**config.mk**
```make
export PLATFORM = sky130hd
export DESIGN_NAME = rv32i_encoder
export DESIGN_NICKNAME = d
export VERILOG_FILES = /design/src/rtl/rv32i_encoder.sv
export SDC_FILE = /design/constraint.sdc
export NUM_CORES = 1
export LEC_CHECK = 0
export CAP_MARGIN = 30
export CORE_MARGIN = 2
export CORE_UTILIZATION = 40
export CTS_BUF_LIST = sky130_fd_sc_hd__clkbuf_8
export CTS_CLUSTER_SIZE = 16
export DETAILED_ROUTE_END_ITERATION = 6
export GPL_TIMING_DRIVEN = 0
export PLACE_DENSITY = 0.71
export SLEW_MARGIN = 40
export SYNTH_ARGS = -nofsm -noshare
export SYNTH_HDL_FRONTEND = slang
export SYNTH_SLANG_ARGS = --single-unit
```
**constraint.sdc**
```tcl
create_clock -name clk -period 2.1 [get_ports clk]
set_clock_uncertainty 0.2 [all_clocks]
set_input_delay 0.21 -clock clk [delete_from_list [all_inputs] [get_ports clk]]
set_output_delay 0.21 -clock clk [all_outputs]
set_load 0.05 [all_outputs]
```
**src/rtl/rv32i_encoder.sv**
```systemverilog
// rv32i_encoder
//   Packs field-level RV32I operations (R-type ALU, I-type ALU, LOAD, STORE,
//   NOP) into 32-bit instruction words. Each word leaves through a 2-entry
//   output FIFO together with its instruction-memory byte address.
//
// Parameters
//   ADDR_W     byte-address width of out_addr (wraps modulo 2^ADDR_W)
//   BASE_ADDR  byte address of the first word after reset (multiple of 4)
//
// Ports
//   clk, rst_n          clock; asynchronous active-low reset
//   in_valid/in_ready   operation handshake
//   in_fmt              0=R, 1=I-ALU, 2=LOAD, 3=STORE, 4=NOP, 5..7 illegal
//   in_rs1/rs2/rd       register fields
//   in_funct3, in_alt   funct3 and funct7 bit 5 (SUB/SRA/SRAI)
//   in_imm              12-bit immediate
//   out_valid/out_ready FIFO head handshake
//   out_word, out_addr  head instruction word and its byte address
//   err                 sticky flag: an illegal operation was accepted
module rv32i_encoder #(
  parameter int                ADDR_W    = 10,
  parameter logic [ADDR_W-1:0] BASE_ADDR = '0
) (
  input  logic              clk,
  input  logic              rst_n,
  input  logic              in_valid,
  output logic              in_ready,
  input  logic [2:0]        in_fmt,
  input  logic [4:0]        in_rs1,
  input  logic [4:0]        in_rs2,
  input  logic [4:0]        in_rd,
  input  logic [2:0]        in_funct3,
  input  logic              in_alt,
  input  logic [11:0]       in_imm,
  output logic              out_valid,
  input  logic              out_ready,
  output logic [31:0]       out_word,
  output logic [ADDR_W-1:0] out_addr,
  output logic              err
);

  localparam logic [6:0]  OP_R     = 7'b0110011;
  localparam logic [6:0]  OP_IALU  = 7'b0010011;
  localparam logic [6:0]  OP_LOAD  = 7'b0000011;
  localparam logic [6:0]  OP_STORE = 7'b0100011;
  localparam logic [31:0] NOP_WORD = 32'h0000_0013;

  // FIFO state: head_reg drives out_word directly, tail_reg is the second slot.
  logic [1:0]        count_reg;
  logic [31:0]       head_reg;
  logic [31:0]       tail_reg;
  logic [ADDR_W-1:0] addr_reg;
  logic              err_reg;

  logic [31:0] enc_word;
  logic        enc_illegal;
  logic        push;
  logic        pop;

  // ---------------------------------------------------------------------------
  // Field packing. Illegal operations collapse to a NOP word.
  // ---------------------------------------------------------------------------
  always_comb begin
    enc_word    = NOP_WORD;
    enc_illegal = 1'b0;
    case (in_fmt)
      3'd0: begin
        // funct7 bit 5 is only meaningful for ADD/SUB and SRL/SRA
        if (in_alt && (in_funct3 != 3'b000) && (in_funct3 != 3'b101)) begin
          enc_illegal = 1'b1;
        end else begin
          enc_word = {1'b0, in_alt, 5'b00000, in_rs2, in_rs1, in_funct3, in_rd, OP_R};
        end
      end
      3'd1: begin
        // Shift-immediates carry a 5-bit shamt plus the funct7 pattern
        if ((in_funct3 == 3'b001) || (in_funct3 == 3'b101)) begin
          enc_word = {1'b0, in_alt, 5'b00000, in_imm[4:0], in_rs1, in_funct3, in_rd, OP_IALU};
        end else begin
          enc_word = {in_imm, in_rs1, in_funct3, in_rd, OP_IALU};
        end
      end
      3'd2: begin
        case (in_funct3)
          3'b000, 3'b001, 3'b010, 3'b100, 3'b101:
            enc_word = {in_imm, in_rs1, in_funct3, in_rd, OP_LOAD};
          default: enc_illegal = 1'b1;
        endcase
      end
      3'd3: begin
        case (in_funct3)
          3'b000, 3'b001, 3'b010:
            enc_word = {in_imm[11:5], in_rs2, in_rs1, in_funct3, in_imm[4:0], OP_STORE};
          default: enc_illegal = 1'b1;
        endcase
      end
      3'd4:    enc_word    = NOP_WORD;
      default: enc_illegal = 1'b1;
    endcase
  end

  // A full FIFO refuses input even when a pop happens in the same cycle.
  assign in_ready  = rst_n & (count_reg != 2'd2);
  assign out_valid = (count_reg != 2'd0);
  assign push      = in_valid & in_ready;
  assign pop       = out_valid & out_ready;

  assign out_word  = head_reg;
  assign out_addr  = addr_reg;
  assign err       = err_reg;

  always_ff @(posedge clk or negedge rst_n) begin
    if (!rst_n) begin
      count_reg <= 2'd0;
      head_reg  <= 32'd0;
      tail_reg  <= 32'd0;
      addr_reg  <= BASE_ADDR;
      err_reg   <= 1'b0;
    end else begin
      if (push && enc_illegal) begin
        err_reg <= 1'b1;
      end
      if (pop) begin
        addr_reg <= addr_reg + ADDR_W'(4);
      end
      case (count_reg)
        2'd0: begin
          if (push) begin
            head_reg  <= enc_word;
            count_reg <= 2'd1;
          end
        end
        2'd1: begin
          if (push && pop) begin
            // Head leaves and the new word replaces it directly
            head_reg <= enc_word;
          end else if (push) begin
            tail_reg  <= enc_word;
            count_reg <= 2'd2;
          end else if (pop) begin
            // head_reg keeps its value so out_word holds while empty
            count_reg <= 2'd0;
          end
        end
        default: begin
          if (pop) begin
            head_reg  <= tail_reg;
            count_reg <= 2'd1;
          end
        end
      endcase
    end
  end

endmodule

```
**Yosys cells after proc, flatten, opt, wreduce, memory -nomap -nowiden**

Cells that the tools add are included.

- Register bits: 77
- Logic and storage cells: 61

- Muxes and demuxes: 19
- Equality and inequality tests: 15
- Add/subtract/negate cells: 1
- Reductions and logical operators: 17
- Bitwise gates (word level): 4

Operators with widths:

| cell | count |
|---|---|
| 2-to-1 mux 32 bit | 6 |
| case mux 32 bit (4 select lines) | 1 |
| case mux 32 bit (2 select lines) | 1 |
| 2-to-1 mux 31 bit | 1 |
| adder 10 x 3 -> 10 bit, second input constant | 1 |
| 2-to-1 mux 2 bit | 5 |
| equality test 3 x 2 -> 1 bit, second input constant | 3 |
| equality test 3 bit, second input constant | 3 |
| inequality test 2 bit, second input constant | 4 |
| equality test 3 x 1 -> 1 bit, second input constant | 2 |
| logical NOT 3 bit | 2 |
| inequality test 3 bit, second input constant | 2 |
| AND reduction 3 bit | 2 |
| nonzero test 3 bit | 2 |
| OR reduction 5 bit | 1 |
| logical AND 1 bit | 4 |
| case mux 1 bit (4 select lines) | 1 |
| case mux 2 bit (2 select lines) | 1 |
| AND reduction 4 bit | 1 |
| bitwise AND 1 bit | 3 |
| 2-to-1 mux 1 bit | 3 |
| OR reduction 3 bit | 1 |
| equality test 2 x 1 -> 1 bit, second input constant | 1 |
| logical NOT 2 bit | 1 |
| other kinds (4) | 4 |

**Depth between registers and ports, before layout**

- Word-level depth: 7
- Mapped depth: 6
- Mapped depth without buffers: 4

**Worst setup path before layout**

No wires, ideal clock.

- Path type: reg2out
- Start point: register count_reg[1]
- End point: output in_ready
- Data arrival time: 1.849 ns
- Cell stages (with the launch flop): 4
- Path slack: -0.159 ns
- Buffers on the path: 2
- Path through: dfrtp_1 -> buf_2 -> clkbuf_1 -> a21boi_0

- Longest elaborated chain between the ends: 2

RTL lines:

| element | RTL line | source |
|---|---|---|
| from (decl) | 49 | `logic [1:0] count_reg;` |
| from (signal assigned) | 114 | `count_reg <= 2'd0;` |
| from (signal assigned) | 130 | `count_reg <= 2'd1;` |
| from (signal assigned) | 139 | `count_reg <= 2'd2;` |
| inequality test 2 bit | 103 | `assign in_ready = rst_n & (count_reg != 2'd2);` |
| bitwise AND 1 bit | 103 |  |
| to (decl) | 27 | `output logic in_ready,` |

Every way passes these cells.

**Final worst setup path**

- Start point: register head_reg[1] (netlist: out_word[1])
- End point: output out_word[1]

RTL lines:

| element | RTL line | source |
|---|---|---|
| from (decl) | 50 | `logic [31:0] head_reg;` |
| from (signal assigned) | 129 | `head_reg <= enc_word;` |
| from (signal assigned) | 136 | `head_reg <= enc_word;` |
| from (signal assigned) | 147 | `head_reg <= tail_reg;` |
| to (decl) | 37 | `output logic [31:0] out_word,` |

No word-level cell between the ends.

==> results.txt <==
* Result of the run: finished with violations
- Violations in the final reports: negative hold slack
- Final Hold Vio Count: 67
* Setup violations, final: 0
* Place WS: -0.3494 ns
* Antenna viol nets, final: 0
* Synth Cell Area: 3531 sq um
* Initial drt markers: about 210
- After filler insertion, the fill cell instance count of the layout stands at around 800.
- Sort of element at the start of the critical path: register
* CP Class: register to output port
- The largest single stage delay on the critical path is 0.78 ns.
- GP Congestion: between 0.8 and 0.9
- Mean instance size in the synthesized netlist: 9.543 sq um
* Post-layout net count: about 500
- Of the total power, registers draw 0.396.
- In this run the count of I/O pins placed on the die edge is between 80 and 90.
* Core Region: around 8600 sq um
- Post-route setup slack: 0.06013 ns
- TNS Setup: 0 ns
- Seq/Total Area, Yosys: 0.4748
- Share of flip-flops with an asynchronous set or reset: 1.000
- After global routing the overflow that remains totals 0.
- Wire per inst: roughly 17 um
* Number of standard-cell rows in the floorplan: 34
* Net load switching power: around 1.8 mW
- Cell leakage power: between 1.5 and 2 nW
* Number of antenna violations at the first check in global routing: 0
- Setup repair after global routing left no endpoint under its margin.
* Standard cell with the maximum stage delay on the critical path: clkdlybuf4s50_1
- Once layout is complete, the utilization of the core stands at 0.5420.
- Measured against its own limit, the worst slew margin works out to 0.5619.
- The final route contains 3230 vias.
- The repair_antennas step left the layout with diodes totalling 0.
- Summed over all layers, the routed wires come to roughly 9900 um.
- Design internal power: ~2.7 mW
- Most instantiated flip-flop cell in the synthesis netlist: dfrtp_1
* Die H: approximately 100 um
- By area the synthesized netlist is led by dfrtp_1, o21ai_0, a21oi_1, nand2_1, nor2_1.
- Of the post-synthesis cell area, the dominant cell type holds 0.4748.
- Across all hold checks on the routed design, the worst slack comes to -0.5261 ns.
- STA classifies the critical path endpoint as an output port.
- After detailed routing, the number of vias per cell comes to ~5.6.
- The die covers around 9600 sq um.
* Min Clock Period, post-route: roughly 2 ns
* Starting Density: 0.4089
- TritonCTS built the clock tree.
- The clock tree synthesis step divided the H-tree into 3 levels.
- The netlist uses 55 different library cells.
- Register clock-pin slew on the reported worst setup and hold paths: approximately 0.080 ns
* Period Utilization, post-route: 0.9714
* Max-capacitance violation count: 0
- Post-detail-place hpwl: 7129 um
- Compared with the post-synthesis result, the final layout area differs by 32.57%.
- Of the total power, combinational logic draws 0.364.
- Power per Cell Area: 951.2 nW/um^2
* Global-route wire length before repair: about 16000 um
- Global-route total usage across every layer: 0.2123
- The count of pins over their slew limit was 0.
* Number of search-and-repair iterations in the first detailed-routing pass: 4
* Largest net degree at the start of global routing: 61
- IR analysis of the VDD net gives a maximum drop of between 0.3 and 0.4 mV.
* Die width: slightly below 100 um
- For the pin with the worst max-slew slack, the measured transition is between 0.6 and 0.7 ns.
- In this run the deepest clock path goes through 2 buffers.
- In this run, synthesis produced a sequential element count of between 60 and 70.
- Part of the total power dissipated in the clock network: 0.240
- In this run the worst path has a maximum fanout of 3.
* Remaining routing DRC violations: 0
* Signal arrival time at the worst endpoint: between 1.5 and 2 ns
- Library cell occupying the most area in the post-synthesis netlist: dfrtp_1
- Traced cell by cell, the critical path runs through buf_4 > clkdlybuf4s50_1.
- Yosys mapped a number of flops with a built-in enable equal to 0.
- Worst path required time: 1.69 ns
- The number of setup buffers added after CTS is 0.
* Number of global-route vias before repair: roughly 3300
- Total number of yosys warnings: 0
- Skew-Pair Late Insertion Delay: approximately 0.35 ns
- Of the total power, the share spent switching nets is 0.3936.
- In this run the worst hold path is classified as input pin to asynchronous set/reset pin.
- Sink Count: 67
- During placement, the flow inserted port buffers numbering 77.
- Proportion of layout cells with a drive suffix above 1: 0.1049
- Root cell of the clock tree: clkbuf_8
* CTS Buf Count: 9
- Maximum clock frequency: around 0.49 GHz
- The cell count after synthesis came out at 370.
placed cells by master (no fill, tap or decap), drive strengths merged, types with 3 or more instances in the layout:
cell | netlist | routed
a211oi | 7 | 7
a21oi | 34 | 34
a22o | 7 | 7
a31oi | 3 | 3
a41o | 5 | 5
and2 | 3 | 3
and3 | 15 | 15
buf | 16 | 19
clkbuf | 13 | 21
clkdlybuf4s50 | 0 | 74
clkinv | 1 | 5
conb | 1 | 5
dfrtp | 67 | 67
inv | 4 | 4
mux2i | 8 | 8
nand2 | 29 | 29
nand2b | 4 | 4
nand3 | 16 | 16
nand3b | 8 | 8
nand4 | 3 | 3
nand4b | 6 | 6
nor2 | 26 | 26
nor2b | 4 | 4
o211ai | 10 | 10
o21ai | 37 | 37
o21bai | 4 | 4
o22ai | 6 | 6
xnor2 | 8 | 8
synthesized netlist by cell type, types with 2 or more instances:
cell and instances:
nand4b_1 6, buf_6 4, inv_1 3, and3_1 15, buf_4 7, o22a_1 2, nand3_1 16, a211oi_1 6
a22o_1 7, nand2b_1 4, nor2_1 26, nor2b_1 4, buf_2 5, mux2i_1 8, xor2_1 2, clkbuf_1 13
a41o_1 5, o21bai_1 4, xnor2_1 8, dfrtp_1 67, and2_1 3, nand3b_1 8, o211ai_1 10, nor4b_1 2
a31oi_1 3, o22ai_1 6, nand4_1 3, o21ai_1 3, o21ai_0 34, a21oi_1 33, nand2_1 29
path summary, 6_finish.rpt:
check                             start            to  slack, ns  depth (start not counted)
setup / recovery            out_word[1]   out_word[1]       0.06                          2
max in group asynchronous         rst_n  tail_reg[20]       1.73                          2
hold reg to reg                     err           err       0.27                          1
setup reg to reg           count_reg[1]   out_word[5]       0.13                          5
min in group clk                    err           err       0.27                          1
hold / removal                    rst_n   out_word[7]      -0.53                          1
routing by layer:
layer	wire length (um)	track usage	vias up
met5	0	0	-
met4	196	0.07799	0
met3	581	0.04152	16
met2	4897	0.3477	112
met1	4229	0.2806	1569
li1	-	-	1533
timing repair:
action,CTS,global route
cloned,0,0
hold endpoints to repair,67,67
gates resized for setup,7,7
endpoints found under the setup margin,2,23
cells by family (layout without fill, tap and decap cells):
kind of cell / Yosys count / in the layout / synth area share
other: 1 / 5 / 0.001062
xor gates and xnor gates: 10 / 10 / 0.02481
and+or+nand+nor: 122 / 122 / 0.1828
adders and majority gates: 1 / 1 / 0.003543
buffers and inverters: 34 / 127 / 0.05386
AOI/OAI and AO/OA: 127 / 127 / 0.2364
DFF: 67 / 67 / 0.4748
muxes: 8 / 8 / 0.02268
power groups by stage:
| stage | Clock (mW) | Combinational [mW] | Sequential [mW] |
|---|---|---|---|
| final | 1.07 | 1.62 | 1.76 |
| after global routing | 1.13 | 1.73 | 1.80 |
| after CTS | 1.08 | 1.62 | 1.76 |
| after detailed placement | 0 | 1.63 | 1.79 |
| after global placement | 0 | 1.59 | 1.77 |
| after floorplan | 0 | 0.513 | 2.29 |
final cells by class:
| type | count | area, sq um | share of cell area |
|---|---|---|---|
| Buffer | 28 | 171.4 | 0.03662 |
| Multi-Input combinational cell | 273 | 1693 | 0.3617 |
| Sequential cell | 67 | 1677 | 0.3582 |
| Timing Repair Buffer | 78 | 793.3 | 0.1695 |
| Clock inverter | 7 | 68.82 | 0.01470 |
| Clock buffer | 9 | 123.9 | 0.02646 |
| Tap cell | 108 | 135.1 | 0.02887 |
| Inverter | 5 | 18.77 | 0.004010 |
critical path, delay by kind of cell (launching register included):
| family | cells | cell delay (ns) |
|---|---|---|
| buf+inv | 2 | 0.90 |
| flops | 1 | 0.38 |
stage by stage:
step / std cells / area, sq um / total power, mW
global route: 575 / 4681 / 4.662
detailed placement: 560 / 4481 / 3.412
finish: 575 / 4681 / 4.452
floorplan: 374 / 3546 / 2.799
global placement: 559 / 4452 / 3.360
CTS: 576 / 4668 / 4.462
(Power assumes the default switching activity.)
